===== src/rtl/aes_pkg.sv =====
// rtl/aes_pkg.sv - shared AES controller types and constants
package aes_pkg;

  typedef enum logic [1:0] {
    IDLE  = 2'd0,
    ROUND = 2'd1,
    DONE  = 2'd2
  } aes_ctrl_state_t;

  localparam int AES_BLOCK_W   = 128;
  localparam int AES128_ROUNDS = 10;

endpackage


===== src/rtl/aes_round_ctrl.sv =====
// rtl/aes_round_ctrl.sv - sequencing controller for a registered AES-128 round datapath
//
// Ports:
//   clk, rst                       clock, synchronous active-high reset
//   in_valid/in_ready/in_data      plaintext block handshake
//   key_idx/key_in/key_valid       round-key fetch from the key store
//   dp_data/dp_round_key/
//   dp_last_round/dp_result        round datapath drive and result
//   out_valid/out_ready/out_data   ciphertext handshake
//   busy, round_cnt                status
module aes_round_ctrl
  import aes_pkg::*;
#(
  parameter int NUM_ROUNDS = AES128_ROUNDS,
  parameter int ROUND_LAT  = 2
) (
  input  logic         clk,
  input  logic         rst,
  input  logic         in_valid,
  output logic         in_ready,
  input  logic [127:0] in_data,
  output logic [3:0]   key_idx,
  input  logic [127:0] key_in,
  input  logic         key_valid,
  output logic [127:0] dp_data,
  output logic [127:0] dp_round_key,
  output logic         dp_last_round,
  input  logic [127:0] dp_result,
  output logic         out_valid,
  input  logic         out_ready,
  output logic [127:0] out_data,
  output logic         busy,
  output logic [3:0]   round_cnt
);

  localparam logic [3:0] LAST_RND  = 4'(NUM_ROUNDS);
  localparam logic [3:0] LAST_WAIT = 4'(ROUND_LAT);

  aes_ctrl_state_t        state_q;
  logic [AES_BLOCK_W-1:0] blk_q;
  logic [3:0]             round_q;
  logic [3:0]             wait_q;
  logic                   in_round;

  assign in_round = (state_q == ROUND);

  // rst gates in_ready so no block is claimed during the reset cycle
  assign in_ready = (state_q == IDLE) && key_valid && !rst;

  // round_q is 0 in IDLE and DONE, so IDLE naturally fetches the whitening key
  assign key_idx       = round_q;
  assign dp_data       = in_round ? blk_q  : '0;
  assign dp_round_key  = in_round ? key_in : '0;
  assign dp_last_round = in_round && (round_q == LAST_RND);

  assign out_valid = (state_q == DONE);
  assign out_data  = out_valid ? blk_q : '0;
  assign busy      = (state_q != IDLE);
  assign round_cnt = round_q;

  always_ff @(posedge clk) begin
    if (rst) begin
      state_q <= IDLE;
      blk_q   <= '0;
      round_q <= '0;
      wait_q  <= '0;
    end else begin
      case (state_q)
        IDLE: begin
          if (in_valid && in_ready) begin
            blk_q   <= in_data ^ key_in;
            round_q <= 4'd1;
            wait_q  <= '0;
            state_q <= ROUND;
          end
        end
        ROUND: begin
          // key_valid only gates the start of a window; once the datapath
          // inputs are launched the window runs to completion
          if ((wait_q == '0) && !key_valid) begin
            wait_q <= wait_q;
          end else if (wait_q == LAST_WAIT) begin
            blk_q  <= dp_result;
            wait_q <= '0;
            if (round_q == LAST_RND) begin
              round_q <= '0;
              state_q <= DONE;
            end else begin
              round_q <= round_q + 4'd1;
            end
          end else begin
            wait_q <= wait_q + 4'd1;
          end
        end
        DONE: begin
          if (out_ready) begin
            state_q <= IDLE;
          end
        end
        default: begin
          state_q <= IDLE;
        end
      endcase
    end
  end

endmodule

===== config.mk =====
export PLATFORM = sky130hd
export DESIGN_NAME = aes_round_ctrl
export DESIGN_NICKNAME = d
export VERILOG_FILES = /design/src/rtl/aes_pkg.sv /design/src/rtl/aes_round_ctrl.sv
export SDC_FILE = /design/constraint.sdc
export NUM_CORES = 1
export LEC_CHECK = 0
export BUFFER_PORTS_ARGS = -buffer_cell sky130_fd_sc_hd__buf_2
export CAP_MARGIN = 20
export CORE_AREA = 2 2 308 310
export CTS_CLUSTER_SIZE = 28
export DETAILED_ROUTE_END_ITERATION = 12
export DIE_AREA = 0 0 310 312
export HOLD_SLACK_MARGIN = 0.12
export PLACE_DENSITY = 0.34
export SYNTH_ARGS = -nofsm -noshare
export SYNTH_HDL_FRONTEND = slang
export SYNTH_SLANG_ARGS = --single-unit

===== constraint.sdc =====
create_clock -name clk -period 4.6 [get_ports clk]
set_input_delay 0.23 -clock clk [delete_from_list [all_inputs] [get_ports clk]]
set_output_delay 0.23 -clock clk [all_outputs]
set_load 0.05 [all_outputs]

### After elaboration in Yosys (flattened, before gate mapping)

Cells that the tools add are included.

| storage, ports and cells | value |
|---|---|
| flip-flop bits (word level) | 138 |
| output and inout port bits | 396 |
| logic and storage cells | 52 |

| cells by class | value |
|---|---|
| add/sub/neg operators | 2 |
| equal/unequal tests | 9 |
| multiplexer cells | 22 |
| bitwise gates (word level) | 1 |
| reduce and logical (&&, ||, !) cells | 14 |

Operators by type and width:

| operator | number |
|---|---|
| 2-to-1 mux 128 bit | 6 |
| one-hot mux 128 bit (2 select lines) | 1 |
| XOR 128 bit | 1 |
| 2-to-1 mux 4 bit | 7 |
| one-hot mux 4 bit (2 select lines) | 2 |
| 2-to-1 mux 2 bit | 5 |
| adder 4 x 1 -> 4 bit (second input constant) | 2 |
| != test 2 x 1 -> 1 bit (second input constant) | 4 |
| one-hot mux 2 bit (3 select lines) | 1 |
| logical AND 1 bit | 5 |
| AND reduction 5 bit | 1 |
| equality test 4 x 2 -> 1 bit (second input constant) | 1 |
| equality test 4 bit (second input constant) | 1 |
| zero test 4 bit | 1 |
| AND reduction 4 bit | 1 |
| nonzero test 2 bit | 2 |
| AND reduction 3 bit | 1 |
| equality test 2 x 1 -> 1 bit (second input constant) | 1 |
| equality test 2 bit (second input constant) | 1 |
| zero test 1 bit | 2 |
| zero test 2 bit | 1 |
| != test 2 bit (second input constant) | 1 |

### Logic depth before layout (Yosys ltp)

| logic depth | value |
|---|---|
| word-level depth | 6 |
| gate-level depth with buffers | 8 |
| gate-level depth less buffers | 6 |

### Worst setup path after synthesis

Ideal clock, no wire load.

| path | value |
|---|---|
| path type | register to output |
| from | register state_q[1] |
| to | output out_data[118] |
| data arrival time | 1.780 ns |
| required time | 4.370 ns |
| slack | 2.590 ns |
| stages on the path, launching flop included | 5 |
| path buffers | 2 |
| path through | dfxtp_1 -> clkbuf_2 -> nor2b_1 -> clkbuf_1 -> and2_1 |

| between the ends | value |
|---|---|
| word-level cells in the longest chain between the ends | 2 |

RTL lines:

| what | line | source |
|---|---|---|
| start: declaration | aes_round_ctrl.sv:39 | `aes_ctrl_state_t state_q;` |
| start signal: assignment | aes_round_ctrl.sv:63 | `state_q <= IDLE;` |
| start signal: assignment | aes_round_ctrl.sv:74 | `state_q <= ROUND;` |
| start signal: assignment | aes_round_ctrl.sv:87 | `state_q <= DONE;` |
| equality test 2 bit | aes_round_ctrl.sv:56 | `assign out_valid = (state_q == DONE);` |
| named net out_valid | aes_round_ctrl.sv:29 | `output logic out_valid,` |
| 2-to-1 mux 128 bit | aes_round_ctrl.sv:57 | `assign out_data = out_valid ? blk_q : '0;` |
| end: declaration | aes_round_ctrl.sv:31 | `output logic [127:0] out_data,` |

The timed path passes the listed nets, and every way through them passes these cells.

### Final worst setup path

| path | value |
|---|---|
| from | register state_q[0] |
| to | output dp_round_key[68] |

| between the ends | value |
|---|---|
| word-level cells in the longest chain between the ends | 2 |

RTL lines:

| what | line | source |
|---|---|---|
| equality test 2 x 1 -> 1 bit | aes_round_ctrl.sv:45 | `assign in_round = (state_q == ROUND);` |
| 2-to-1 mux 128 bit | aes_round_ctrl.sv:53 | `assign dp_round_key = in_round ? key_in : '0;` |
| end: declaration | aes_round_ctrl.sv:26 | `output logic [127:0] dp_round_key,` |

Every way passes these cells.

==> metrics.log <==
[metrics] number of instances resized during post-cts repair: 0
[metrics] final hold violations: 0
[metrics] Clock Latency Late Sink: between 0.4 and 0.5 ns
[metrics] number of detailed-route iterations in the first pass: 5
[metrics] number of global-route vias before repair: about 12000
[metrics] outcome: completed
[metrics] leakage power: 0.00810 uW
[metrics] detail-routed net length per standard cell: about 16 um
[metrics] crit path buf inv count: 3
[metrics] CP max stage cell: sky130_fd_sc_hd__dfxtp_1
[metrics] critical path data arrival time: approximately 2.9 ns
[metrics] adder and majority cell fraction of the synthesized area: less than 1%
[metrics] Sw Ratio: 33.9%
[metrics] layout-stage area growth over the synthesis result: 72.7%
[metrics] share of synthesized area spent on multiplexers: 0%
[metrics] number of antenna violations at the first check in global routing: 5
[metrics] simple-gate share of the synthesized area: between 30% and 40%
[metrics] synthesized area divided by synthesized cell count: ~7.4 um2
[metrics] fin crit share: ~67%
[metrics] clock-pin slew reported for the worst setup and hold paths after clock tree synthesis: around 0.070 ns
[metrics] global routing usage on met3: approximately 2.7%
[metrics] Chip Width: slightly above 300 um
[metrics] height of the die: between 300 and 400 um
[metrics] count of different cell masters after synthesis: 36
[metrics] startpoint types: flop
[metrics] GRT met1 Usage: a little under an eighth
[metrics] number of CTS-inserted buffers: 17
[metrics] number of synthesized flops with an enable pin: 0
[metrics] peak clock frequency supported by timing: ~320 MHz
[metrics] CTS root buffer: sky130_fd_sc_hd__clkbuf_16
[metrics] DR iter-0 viols: approximately 530
[metrics] Cell Rows: roughly 110
[metrics] number of synthesis warnings: 0
[metrics] max-cap check violation count: 0
[metrics] area share of the largest cell type after synthesis: between 20% and 30%
[metrics] cells traversed along the worst timing path: nor2b_4 -> buf_12 -> buf_4 -> and2_1 -> buf_2
[metrics] unrepaired setup endpoints after global routing: false
[metrics] vias per cell: about 3.5
[metrics] Total Wirelength: around 54000 um
[metrics] final-layout setup total negative slack: 0 ns
[metrics] global-route wire length before repair: ~75000 um
[metrics] final number of max-transition violations: 0
[metrics] post-route ant nets: 0
[metrics] capturing element type of the critical path: output port
[metrics] area of the die: roughly 97000 um2
[metrics] GR Layer Usage met2: 19.1%
[metrics] minimum clock period after layout: just over 3 ns
[metrics] slew of the pin with the lowest slew margin: about 1 ns
[metrics] Critical Setup Path Class: flop to output port
[metrics] fraction of the yosys area taken by sequential cells: 27.9%
[metrics] share of power burned in combinational logic: 26.3%
[metrics] peak-usage layer in the global routing report: met2
[metrics] IR drop worst, VDD: 0.264 mV
[metrics] top library cells by usage in the layout, fill and taps aside: 783 x sky130_fd_sc_hd__buf_2, 386 x sky130_fd_sc_hd__and2_1, 139 x sky130_fd_sc_hd__nor2_1
[metrics] IO buf count: around 800
[metrics] proportion of register bits with asynchronous set or reset after synthesis: 0%
[metrics] path category of the worst min-delay check: input pin to flop
[metrics] Crit path max-delay family: buffers and inverters
[metrics] drc violations: 0
[metrics] Critical Path Fanout Max: 136
[metrics] proportion of power drawn by the clock network: between 40% and 50%
[metrics] total of fill cells in the finished design: roughly 11000
[metrics] fraction of the mapped netlist area in compound gates: a little under a fifth
[metrics] Post-Synthesis Cells: around 1300
[metrics] cell type contributing the most total cell area after synthesis: sky130_fd_sc_hd__dfxtp_1
[metrics] main combinational cell family by area after synthesis: simple AND/OR/NAND/NOR gates
[metrics] Max Buffers Root-to-Sink: 2
[metrics] TritonCTS clock tree: yes
[metrics] total number of nets in the final design: about 2600
[metrics] power dissipated by switching net loads: 1360 uW
[metrics] most common cell after layout, fill and taps aside: sky130_fd_sc_hd__buf_2
[metrics] power density over cell area: roughly 240 nW/um2
[metrics] CP Data Required Time: approximately 4.4 ns
[metrics] sequential power share: 32.3%
[metrics] Top-Level Pins: 785
[metrics] worst hold slack: 0.180 ns
[metrics] cells taking the most area after synthesis: sky130_fd_sc_hd__dfxtp_1 28%, sky130_fd_sc_hd__and2_1 24%, sky130_fd_sc_hd__a211o_1 11%
[metrics] R2R depth: 6
[metrics] skew final: approximately 0.013 ns
[metrics] total number of cells along the worst setup path: 5
[metrics] gpl congestion: roughly 0.8
[metrics] post-synthesis share of cell area spent on xor and xnor gates: a little under an eighth
[metrics] GR Util All Layers: around a tenth
[metrics] Most used DFF post-synth: sky130_fd_sc_hd__dfxtp_1
[metrics] Hold Path Stages: 4
[metrics] cell internal power dissipation: between 2000 and 3000 uW
[metrics] via count: between 10000 and 15000
[metrics] Max-Slew Margin vs Limit: between 30% and 40%
[metrics] placeable core region: ~93000 um2
[metrics] share of layout cells above drive strength 1: 38.7%
[metrics] clk sinks: 138
[metrics] post-detailed-placement half-perimeter wirelength: approximately 42000 um
[metrics] total of endpoints with negative setup slack in the final report: 0
[metrics] post-synthesis instance area: ~9900 um2
[metrics] flip-flop and latch count after synthesis: 138
[metrics] maximum level of the CTS H-tree: 4
[metrics] starting density of the core: between 10% and 20%
[metrics] Remaining Overflow, GRT: 0
[metrics] maximum single-stage delay on the critical path: 0.56 ns
[metrics] maximum number of pins on one net before global-route repair: ~140
[metrics] Syn Nets: 1732
## worst reg2reg max path: cells and delay by family (launching register included)
kind,cells,cell delay [ns]
AOI/OAI and AO/OA,3,1.12
buffers and inverters,2,0.92
DFF,1,0.56
and+or+nand+nor,1,0.18
## power groups by stage
stage | Combinational (uW) | Clock (uW) | Sequential [uW]
6_report | 1060 | 1660 | 1300
5_1_grt | 1140 | 1800 | 1310
3_5_place_dp | 984 | 0 | 1330
3_3_place_gp | 986 | 0 | 1330
4_1_cts | 1080 | 1780 | 1300
2_1_floorplan | 591 | 0 | 1300
## metrics by stage
| stage | util (%) | cells | area, um2 | total power, uW | setup slack [ns] |
|---|---|---|---|---|---|
| floorplan | - | 1341 | 9890 | 1890 | 2.59 |
| global placement | 16.3 | 3281 | 15200 | 2320 | 1.92 |
| detailed placement | 16.3 | 3281 | 15200 | 2310 | 1.93 |
| CTS | 18.4 | 3437 | 17100 | 4160 | 1.37 |
| global route | 18.4 | 3438 | 17100 | 4250 | 1.26 |
| finish | 18.4 | 3440 | 17100 | 4020 | 1.50 |
## synthesized netlist by cell type (2+ instances only)
cell type                  count
sky130_fd_sc_hd__a21oi_1     131
sky130_fd_sc_hd__xnor2_1     128
sky130_fd_sc_hd__dfxtp_1     138
sky130_fd_sc_hd__ha_1          2
sky130_fd_sc_hd__buf_1         2
sky130_fd_sc_hd__and2_1      386
sky130_fd_sc_hd__clkbuf_1     92
sky130_fd_sc_hd__buf_2        21
sky130_fd_sc_hd__xor2_1        2
sky130_fd_sc_hd__nand2_1     131
sky130_fd_sc_hd__buf_4         5
sky130_fd_sc_hd__a211oi_1      3
sky130_fd_sc_hd__nor2b_1       2
sky130_fd_sc_hd__nand3_1       3
sky130_fd_sc_hd__nand2b_1      3
sky130_fd_sc_hd__a211o_1     128
sky130_fd_sc_hd__nor3b_1       2
sky130_fd_sc_hd__o21ai_0       3
sky130_fd_sc_hd__nor2_1      139
sky130_fd_sc_hd__inv_1         2
sky130_fd_sc_hd__o211ai_1      3
## flip-flops by register name (all words and copies together) (netlist names)
name / count
blk_q: 128
key_idx: 4
wait_q: 4
state_q: 2
## repair_timing
action | 4_1_cts | 5_1_grt
hold endpoints to repair | 114 | 0
hold buffers | 124 | 0
setup buffers | 0 | 0
## cell families (layout without fill, tap and decap cells)
kind of cell               Yosys count  after routing
and+or+nand+nor                    676            676
AOI/OAI and AO/OA                  272            272
adders and majority gates            2              2
other                                0              3
DFF                                138            138
xor gates and xnor gates           130            130
buffers and inverters              123            965
## final cells by class
type                            count  area (um2)  area share (%)
Multi-Input combinational cell   1080        6660            39.0
Clock inverter                     14         230            1.35
Antenna cell                        3        7.51          0.0439
Timing Repair Buffer              931        5420            31.7
Clock buffer                       18         439            2.57
Inverter                            2        7.51          0.0439
Sequential cell                   138        2760            16.2
Tap cell                         1254        1570            9.18
## path summary, 6_finish.rpt
kind,end,slack [ns],from
hold / removal,blk_q[8],0.18,in_data[8]
setup reg to reg,blk_q[7],1.68,state_q[0]
setup / recovery,dp_round_key[68],1.50,state_q[0]
hold reg to reg,blk_q[63],0.46,blk_q[63]
## per-layer routing
| metal | part of all wire, % | routed length [um] | vias up |
|---|---|---|---|
| li1 | - | - | 6035 |
| met1 | 41 | 22200 | 5408 |
| met2 | 51 | 27300 | 401 |
| met3 | 6.0 | 3220 | 42 |
| met4 | 1.6 | 840 | 6 |
| met5 | 0.076 | 41 | - |
No activity file was read; power rests on OpenSTA's default activity.
